===== config.mk =====
export PLATFORM = sky130hd
export DESIGN_NAME = poly_seg_seq
export DESIGN_NICKNAME = d
export VERILOG_FILES = /design/src/rtl/poly_seg_pkg.sv /design/src/rtl/seg_desc_buf.sv /design/src/rtl/poly_seg_seq.sv
export SDC_FILE = /design/constraint.sdc
export NUM_CORES = 1
export LEC_CHECK = 0
export BUFFER_PORTS_ARGS = -buffer_cell sky130_fd_sc_hd__buf_4
export CORE_ASPECT_RATIO = 0.9
export CORE_MARGIN = 4
export CORE_UTILIZATION = 45
export CTS_BUF_LIST = sky130_fd_sc_hd__clkbuf_16
export DETAILED_ROUTE_END_ITERATION = 12
export PLACE_DENSITY = 0.68
export SYNTH_ARGS = -nofsm -noshare
export SYNTH_HDL_FRONTEND = slang
export SYNTH_HIERARCHICAL = 1
export SYNTH_SLANG_ARGS = --single-unit

===== constraint.sdc =====
create_clock -name clk -period 6.1 [get_ports clk]
set_input_delay 0.61 -clock clk [delete_from_list [all_inputs] [get_ports clk]]
set_output_delay 0.61 -clock clk [all_outputs]
set_load 0.01 [all_outputs]

===== src/rtl/poly_seg_pkg.sv =====
// Shared types and widths for the segment sequencer feeding the cubic evaluator.
// Widths must track the evaluator's coefficient/time widths.
package poly_seg_pkg;

  localparam int BC = 16;  // coefficient width, two's complement
  localparam int BT = 16;  // time width, unsigned fraction
  localparam int BN = 16;  // sample-count width

  typedef struct packed {
    logic [BC-1:0] c0;
    logic [BC-1:0] c1;
    logic [BC-1:0] c2;
    logic [BC-1:0] c3;
    logic [BT-1:0] dt;
    logic [BN-1:0] n;
    logic          seg_end;
  } seg_desc_t;

  typedef enum logic {
    IDLE = 1'b0,
    RUN  = 1'b1
  } state_t;

endpackage


===== src/rtl/seg_desc_buf.sv =====
// One-entry descriptor buffer: captured on handshake, released when the sequencer loads it.
// ready is registered so it reads 0 during reset and rises on the first edge after release.
module seg_desc_buf
  import poly_seg_pkg::*;
(
  input  logic      clk,
  input  logic      rstn,
  input  logic      wr,
  input  seg_desc_t wr_desc,
  input  logic      rd,
  output seg_desc_t rd_desc,
  output logic      full,
  output logic      ready
);

  logic full_next;

  // A write only happens while empty and a read only while full, so they never collide.
  assign full_next = wr | (full & ~rd);

  always_ff @(posedge clk or negedge rstn) begin
    if (!rstn) begin
      rd_desc <= '0;
      full    <= 1'b0;
      ready   <= 1'b0;
    end else begin
      // NOTE: state updates use <= so every register samples pre-edge values.
      full  <= full_next;
      ready <= ~full_next;
      if (wr) rd_desc <= wr_desc;
    end
  end

endmodule


===== src/rtl/poly_seg_seq.sv =====
// Segment sequencer: turns piecewise-cubic descriptors into a per-sample t ramp plus coefficients.
// Define POLY_SEG_SEQ_HOLD_EN to hold t/coefficients when idle instead of forcing them to 0.
module poly_seg_seq
  import poly_seg_pkg::*;
(
  input  logic          clk,
  input  logic          rstn,
  input  logic [BC-1:0] s_c0,
  input  logic [BC-1:0] s_c1,
  input  logic [BC-1:0] s_c2,
  input  logic [BC-1:0] s_c3,
  input  logic [BT-1:0] s_dt,
  input  logic [BN-1:0] s_n,
  input  logic          s_end,
  input  logic          s_valid,
  output logic          s_ready,
  output logic [BT-1:0] t_out,
  output logic [BC-1:0] c0_out,
  output logic [BC-1:0] c1_out,
  output logic [BC-1:0] c2_out,
  output logic [BC-1:0] c3_out,
  output logic          m_valid,
  output logic          m_last,
  output logic          busy,
  output logic          underrun
);

  seg_desc_t     s_desc, buf_desc;
  logic          buf_full, buf_rd;
  state_t        state;
  logic [BT-1:0] t_acc, cur_dt;
  logic [BN-1:0] cnt;
  logic          cur_end;

  assign s_desc = '{c0: s_c0, c1: s_c1, c2: s_c2, c3: s_c3,
                    dt: s_dt, n: s_n, seg_end: s_end};

  // The buffer is consumed when idle, or in RUN on the cycle the last sample is out.
  assign buf_rd = buf_full & ((state == IDLE) | (cnt == '0));

  seg_desc_buf u_buf (
    .clk     (clk),
    .rstn    (rstn),
    .wr      (s_valid & s_ready),
    .wr_desc (s_desc),
    .rd      (buf_rd),
    .rd_desc (buf_desc),
    .full    (buf_full),
    .ready   (s_ready)
  );

  always_ff @(posedge clk or negedge rstn) begin
    if (!rstn) begin
      state    <= IDLE;
      t_acc    <= '0;
      cur_dt   <= '0;
      cnt      <= '0;
      cur_end  <= 1'b0;
      t_out    <= '0;
      c0_out   <= '0;
      c1_out   <= '0;
      c2_out   <= '0;
      c3_out   <= '0;
      m_valid  <= 1'b0;
      m_last   <= 1'b0;
      busy     <= 1'b0;
      underrun <= 1'b0;
    end else begin
      underrun <= 1'b0;
      if (buf_rd && (buf_desc.n != '0)) begin
        // Load: first sample (t=0) is presented straight away; t_acc already holds the next t.
        state   <= RUN;
        busy    <= 1'b1;
        t_acc   <= buf_desc.dt;
        cur_dt  <= buf_desc.dt;
        cnt     <= buf_desc.n - BN'(1);
        cur_end <= buf_desc.seg_end;
        t_out   <= '0;
        c0_out  <= buf_desc.c0;
        c1_out  <= buf_desc.c1;
        c2_out  <= buf_desc.c2;
        c3_out  <= buf_desc.c3;
        m_valid <= 1'b1;
        m_last  <= (buf_desc.n == BN'(1));
      end else if ((state == RUN) && (cnt != '0)) begin
        t_out  <= t_acc;
        t_acc  <= t_acc + cur_dt;
        cnt    <= cnt - BN'(1);
        m_last <= (cnt == BN'(1));
      end else if ((state == RUN) || buf_rd) begin
        // Segment finished with nothing to follow, or a zero-length descriptor was dropped.
        state    <= IDLE;
        busy     <= 1'b0;
        m_valid  <= 1'b0;
        m_last   <= 1'b0;
        underrun <= (state == RUN) && !buf_rd && !cur_end;
`ifndef POLY_SEG_SEQ_HOLD_EN
        t_out    <= '0;
        c0_out   <= '0;
        c1_out   <= '0;
        c2_out   <= '0;
        c3_out   <= '0;
`endif
      end
    end
  end

endmodule


# Yosys cells after proc, flatten, opt, wreduce, memory -nomap -nowiden
# Index checks and enable logic that the tools add are counted.
# Widths: inputs -> output; s select.
# word_totals
out_inout_bits	85
romBits	0
input_bits	100
mem_bits_rw	0
memories	0
reg_bits	231
latch_bits	0
wordCells	69
# op_classes
n_div	0
mux	20
reduce_logical	14
shift	0
n_lt_le_gt_ge	0
multipliers	0
eq_ne	3
add_sub_neg	3
bitwise	8
# ops
operator	n
$mux 16	12
$eq 16x1->1 const B	2
$reduce_bool 16->1	2
$sub 16x1->16 const B	2
$add 16x16->16	1
$logic_not 16->1	1
$mux 1	8
$logic_and 1x1->1	4
$reduce_bool 2->1	2
$and 1x1->1	3
$not 1->1	3
$reduce_bool 3->1	1
$logic_not 1->1	2
$ne 2x2->1 const B	1
$or 1x1->1	2
$reduce_and 2->1	1
$logic_or 1x1->1	1

# Logic depth before layout (Yosys ltp)
# depth
word_depth	9
depth_mapped	11
depth_no_buf	8

# Hierarchy
# The synthesis kept the hierarchy.
# modules_own_cells
mod	cells_each	n_inst	seq_area_each_um2	area_each_um2
poly_seg_seq	567	1	3303.2	6168.4
seg_desc_buf	210	1	2477.4	3689.8

# Least setup slack after synthesis
# OpenSTA, ideal clock, no wires.
# synth_timing
path_type	register to register
start	register u_buf/rd_desc[1] (netlist bit)
end	register t_acc[10]
slack_ns	3.473
path_stages_with_launch	11
arrival_ns	2.492
synth_period_minus_slack_ns	2.627
t_required_ns	5.966
path_buffers	2
setup_ns	0.134
cell_sequence	dfrtp_1 -> inv_1 -> ha_1 -> or3b_1 -> clkbuf_1 -> or4_4 -> o21ai_4 -> buf_4 -> mux2_2 -> nand2_1 -> o21ai_0
# synth_between
elab_chain_cells	3
word_cells_on_any_way	4
classes_between	mux: 1; reduce/logical: 3
# synth_lines
element	line	text
from (decl)	seg_desc_buf.sv:11	output seg_desc_t rd_desc,
from (signal assigned)	seg_desc_buf.sv:30	if (wr) rd_desc <= wr_desc;
$reduce_bool 16->1 *	poly_seg_seq.sv:70	if (buf_rd && (buf_desc.n != '0)) begin
$logic_and 1x1->1 *	poly_seg_seq.sv:70	
$mux 16 / $reduce_bool 2->1 (equally long branches)	n/a	
to (signal assigned)	poly_seg_seq.sv:74	t_acc <= buf_desc.dt;
to (signal assigned)	poly_seg_seq.sv:87	t_acc <= t_acc + cur_dt;
to (decl)	poly_seg_seq.sv:31	logic [BT-1:0] t_acc, cur_dt;
# Every way passes the cells marked *; elsewhere a longest branch is shown, timed or not.
# A chain may end at the register's enable or synchronous reset.

# Final worst setup path
# layout_timing
start	register u_buf/rd_desc[1] (netlist bit)
end	register cnt[4]
# layout_between
elab_chain_cells	3
word_cells_on_any_way	5
classes_between	add/sub: 1; mux: 1; reduce/logical: 3
# layout_lines
element	line	text
parallel branches: the longest is 3 deep, another holds $sub 16x1->16	n/a	
to (signal assigned)	poly_seg_seq.sv:76	cnt <= buf_desc.n - BN'(1);
to (signal assigned)	poly_seg_seq.sv:88	cnt <= cnt - BN'(1);
to (decl)	poly_seg_seq.sv:32	logic [BN-1:0] cnt;
# Several ways; the timed one is not identified.

==> impl_metrics.env <==
export IMPL_cts_sinks=231
export IMPL_yosysTopAreaCell="dfrtp_1"
export IMPL_routed_wl_mm=22.02
export IMPL_synth_seq_cells=231
export IMPL_route_vias_total=6696
export IMPL_ir_worst_vdd_mv=0.2607
export IMPL_final_antenna_net_count=0
export IMPL_fillers=1869
export IMPL_synth_compound_area_share_pct=12.70
export IMPL_synth_top_family_by_area="multiplexers"
export IMPL_crit_family="simple AND/OR/NAND/NOR gates"
export IMPL_synthSimpleGateAreaFrac_pct=7.539
export IMPL_coreArea_um2=21570
export IMPL_drc=0
export IMPL_slew_headroom_pct=19.56
export IMPL_drtIter0Drc=408
export IMPL_grt_max_degree=141
export IMPL_final_cell_mix="dfrtp_1, buf_4, mux2_2, nand2_1, a22o_1"
export IMPL_powerDensity_nw_per_um2=452.6
export IMPL_final_setup_tns_ns=0
export IMPL_finalHoldViolCount=0
export IMPL_layout_commonest_cell="dfrtp_1"
export IMPL_h_tree_depth=1
export IMPL_place_congestion=0.8229
export IMPL_clk_pin_slew_ns=0.06
export IMPL_drv_cap=0
export IMPL_io_pins=185
export IMPL_critical_path_peak_fanout=56
export IMPL_cts_path_max_buffers=3
export IMPL_worstSetupPathType="flop to flop"
export IMPL_critPathMaxStageDelay_ns=0.55
export IMPL_drive_gt1_share_pct=34.64
export IMPL_holdBufCountCts=0
export IMPL_drt_pass1_iterations=5
export IMPL_worst_setup_path_end_kind="flop"
export IMPL_die_width_um=164.0
export IMPL_root_buffer="clkbuf_16"
export IMPL_syn_avg_cell_area_um2=12.69
export IMPL_cp_required_ns=6.49
export IMPL_synth_seq_area_share_pct=58.64
export IMPL_yosys_cell_types_count=50
export IMPL_netlist_instances=777
export IMPL_worstMarginPinSlew_ns=1.207
export IMPL_die_h_um=148.4
export IMPL_antenna_found_initial=0
export IMPL_post_synth_top_area_fraction_pct=58.64
export IMPL_synth_nets=897
export IMPL_crit_buf_inv=3
export IMPL_cts_tree="built"
export IMPL_synth_area_um2=9858
export IMPL_dpl_worst_slack_ns=2.689
export IMPL_wire_per_inst_um=17.50
export IMPL_nets=1071
export IMPL_cts_buffers=24
export IMPL_arrival_ns=3.76
export IMPL_synthTopCellsByArea="dfrtp_1, mux2_2, a22o_1"
export IMPL_hpwl_mm=14.28
export IMPL_p_leak_uw=0.005778
export IMPL_synthMuxAreaShare_pct=13.26
export IMPL_portBuffers=184
export IMPL_synth_warnings=6
export IMPL_synth_xor_area_share_pct=2.576
export IMPL_vias_per_cell=5.323
export IMPL_finalCritPeriodShare_pct=55.35
export IMPL_path_cells="inv_1 > ha_1 > or3b_1 > or4_4 > o21ai_4 > buf_4 > nor2_4 > buf_4 > a221o_1"
export IMPL_max_freq_ghz=0.2962
export IMPL_rsz0062_at_grt="false"
export IMPL_slowest_stage="or4_4"
export IMPL_crit_top_cell="buf_4"
export IMPL_cp_start_kind="flop"
export IMPL_setup_viol=0
export IMPL_grt_pass1_wl_mm=35.69
export IMPL_grt_pass1_vias=6866
export IMPL_antenna_cells=0
export IMPL_core_rowCount=51
export IMPL_clk_latency_ns=0.50
export IMPL_setup_ws_ns=2.723
export IMPL_dieArea_um2=24340
export IMPL_outcome="complete, no violations"
export IMPL_start_util_pct=45.71
export IMPL_post_cts_setup_buffers=0
export IMPL_overflow=0
export IMPL_grt_util_all_layers_pct=17.90
export IMPL_ctsResizeCount=0
export IMPL_syn2layout_area_growth_pct=23.81
export IMPL_fin_skew_ns=0.008539
export IMPL_period_needed_ns=3.377
export IMPL_hp_class="input pin to async pin"
export IMPL_yosys_area_share_adder_pct=2.615
export IMPL_slew_viol_final=0
[layout make-up]
class	instances	area, um2	share of cell area [%]
inverters	9	33.78	0.2768
repair buffers	192	1461	11.97
well taps	291	364.1	2.983
clock inverters	17	102.6	0.8406
clock buffers	25	625.6	5.126
flip-flops and latches	231	5781	47.36
multi-input cells	493	3837	31.44
[synth_stat cells, drive strengths merged]
cell	instances
or4	5
and3	3
a221o	2
clkbuf	21
o21ai	35
a31o	2
a21o	9
nor3b	3
or3b	2
a311oi	1
a211oi	6
nand4	2
a22o	80
o22ai	4
o221ai	1
xnor2	19
a2111oi	2
ha	19
mux2	101
mux2i	14
xor2	10
a21oi	17
nor4	6
o21a	3
nand4b	1
nor2	20
buf	23
and2	4
nand2	87
nor3	15
nand3b	1
nand2b	2
nand3	7
dfrtp	231
and4	1
inv	9
o32ai	3
a31oi	1
fa	1
o31ai	2
or3	2
[state kept, by name, indices dropped and copies added (netlist names), 16 cells and up]
signal	cells
c0_out	16
c1_out	16
c2_out	16
c3_out	16
cnt	16
cur_dt	16
t_acc	16
t_out	16
u_buf/rd_desc	97
[through the flow]
stage | hold WS [ns] | cells | instance area (um2) | util, % | power [uW]
6_report | 0.09961 | 1258 | 12210 | 56.59 | 5524
5_1_grt | 0.1518 | 1258 | 12210 | 56.59 | 5900
3_3_place_gp | 0.4640 | 1216 | 11480 | 53.21 | 4143
2_1_floorplan | 0.3144 | 777 | 9858 | - | 3613
4_1_cts | 0.1162 | 1258 | 12210 | 56.59 | 5586
3_5_place_dp | 0.4643 | 1216 | 11480 | 53.21 | 4204
[path summary, 6_finish.rpt]
kind / startpoint / end / slack, ns / cells past startpoint
setup / recovery: u_buf/rd_desc[1]$_DFFE_PN0P_ / cnt[4]$_DFFE_PN0P_ / 2.72 / 9
hold / removal: rstn / t_out[3]$_DFFE_PN0P_ / 0.1 / 1
setup reg to reg: u_buf/rd_desc[1]$_DFFE_PN0P_ / cnt[4]$_DFFE_PN0P_ / 2.72 / 9
hold reg to reg: u_buf/rd_desc[0]$_DFFE_PN0P_ / cur_end$_DFFE_PN0P_ / 0.48 / 2
max in group asynchronous: rstn / u_buf/rd_desc[37]$_DFFE_PN0P_ / 4.82 / 2
min in group clk: s_dt[3] / u_buf/rd_desc[20]$_DFFE_PN0P_ / 0.33 / 2
[metal layers]
layer  vias to the layer above  track usage (%)  part of all wire (%)
met1                      3338            26.25                    47
met4                         0            4.864                   2.5
li1                       3162                -                     -
met3                        36            3.685                   5.5
met5                         -                0                     0
met2                       160            27.31                    45
[power breakdown]
part | internal (uW) | total, uW | switching (uW)
clock | 778 | 1350 | 574
combinational | 932 | 1620 | 688
sequential | 2120 | 2550 | 435
total | 3830 | 5520 | 1700
[kinds of logic (layout without fill, tap and decap cells)]
kind of cell,count (synthesis),after routing
DFF,231,231
buffers and inverters,53,243
and+or+nand+nor,161,161
adders and majority gates,20,20
xor gates and xnor gates,29,29
AOI/OAI and AO/OA,168,168
muxes,115,115
No activity file was read; power rests on OpenSTA's default activity.
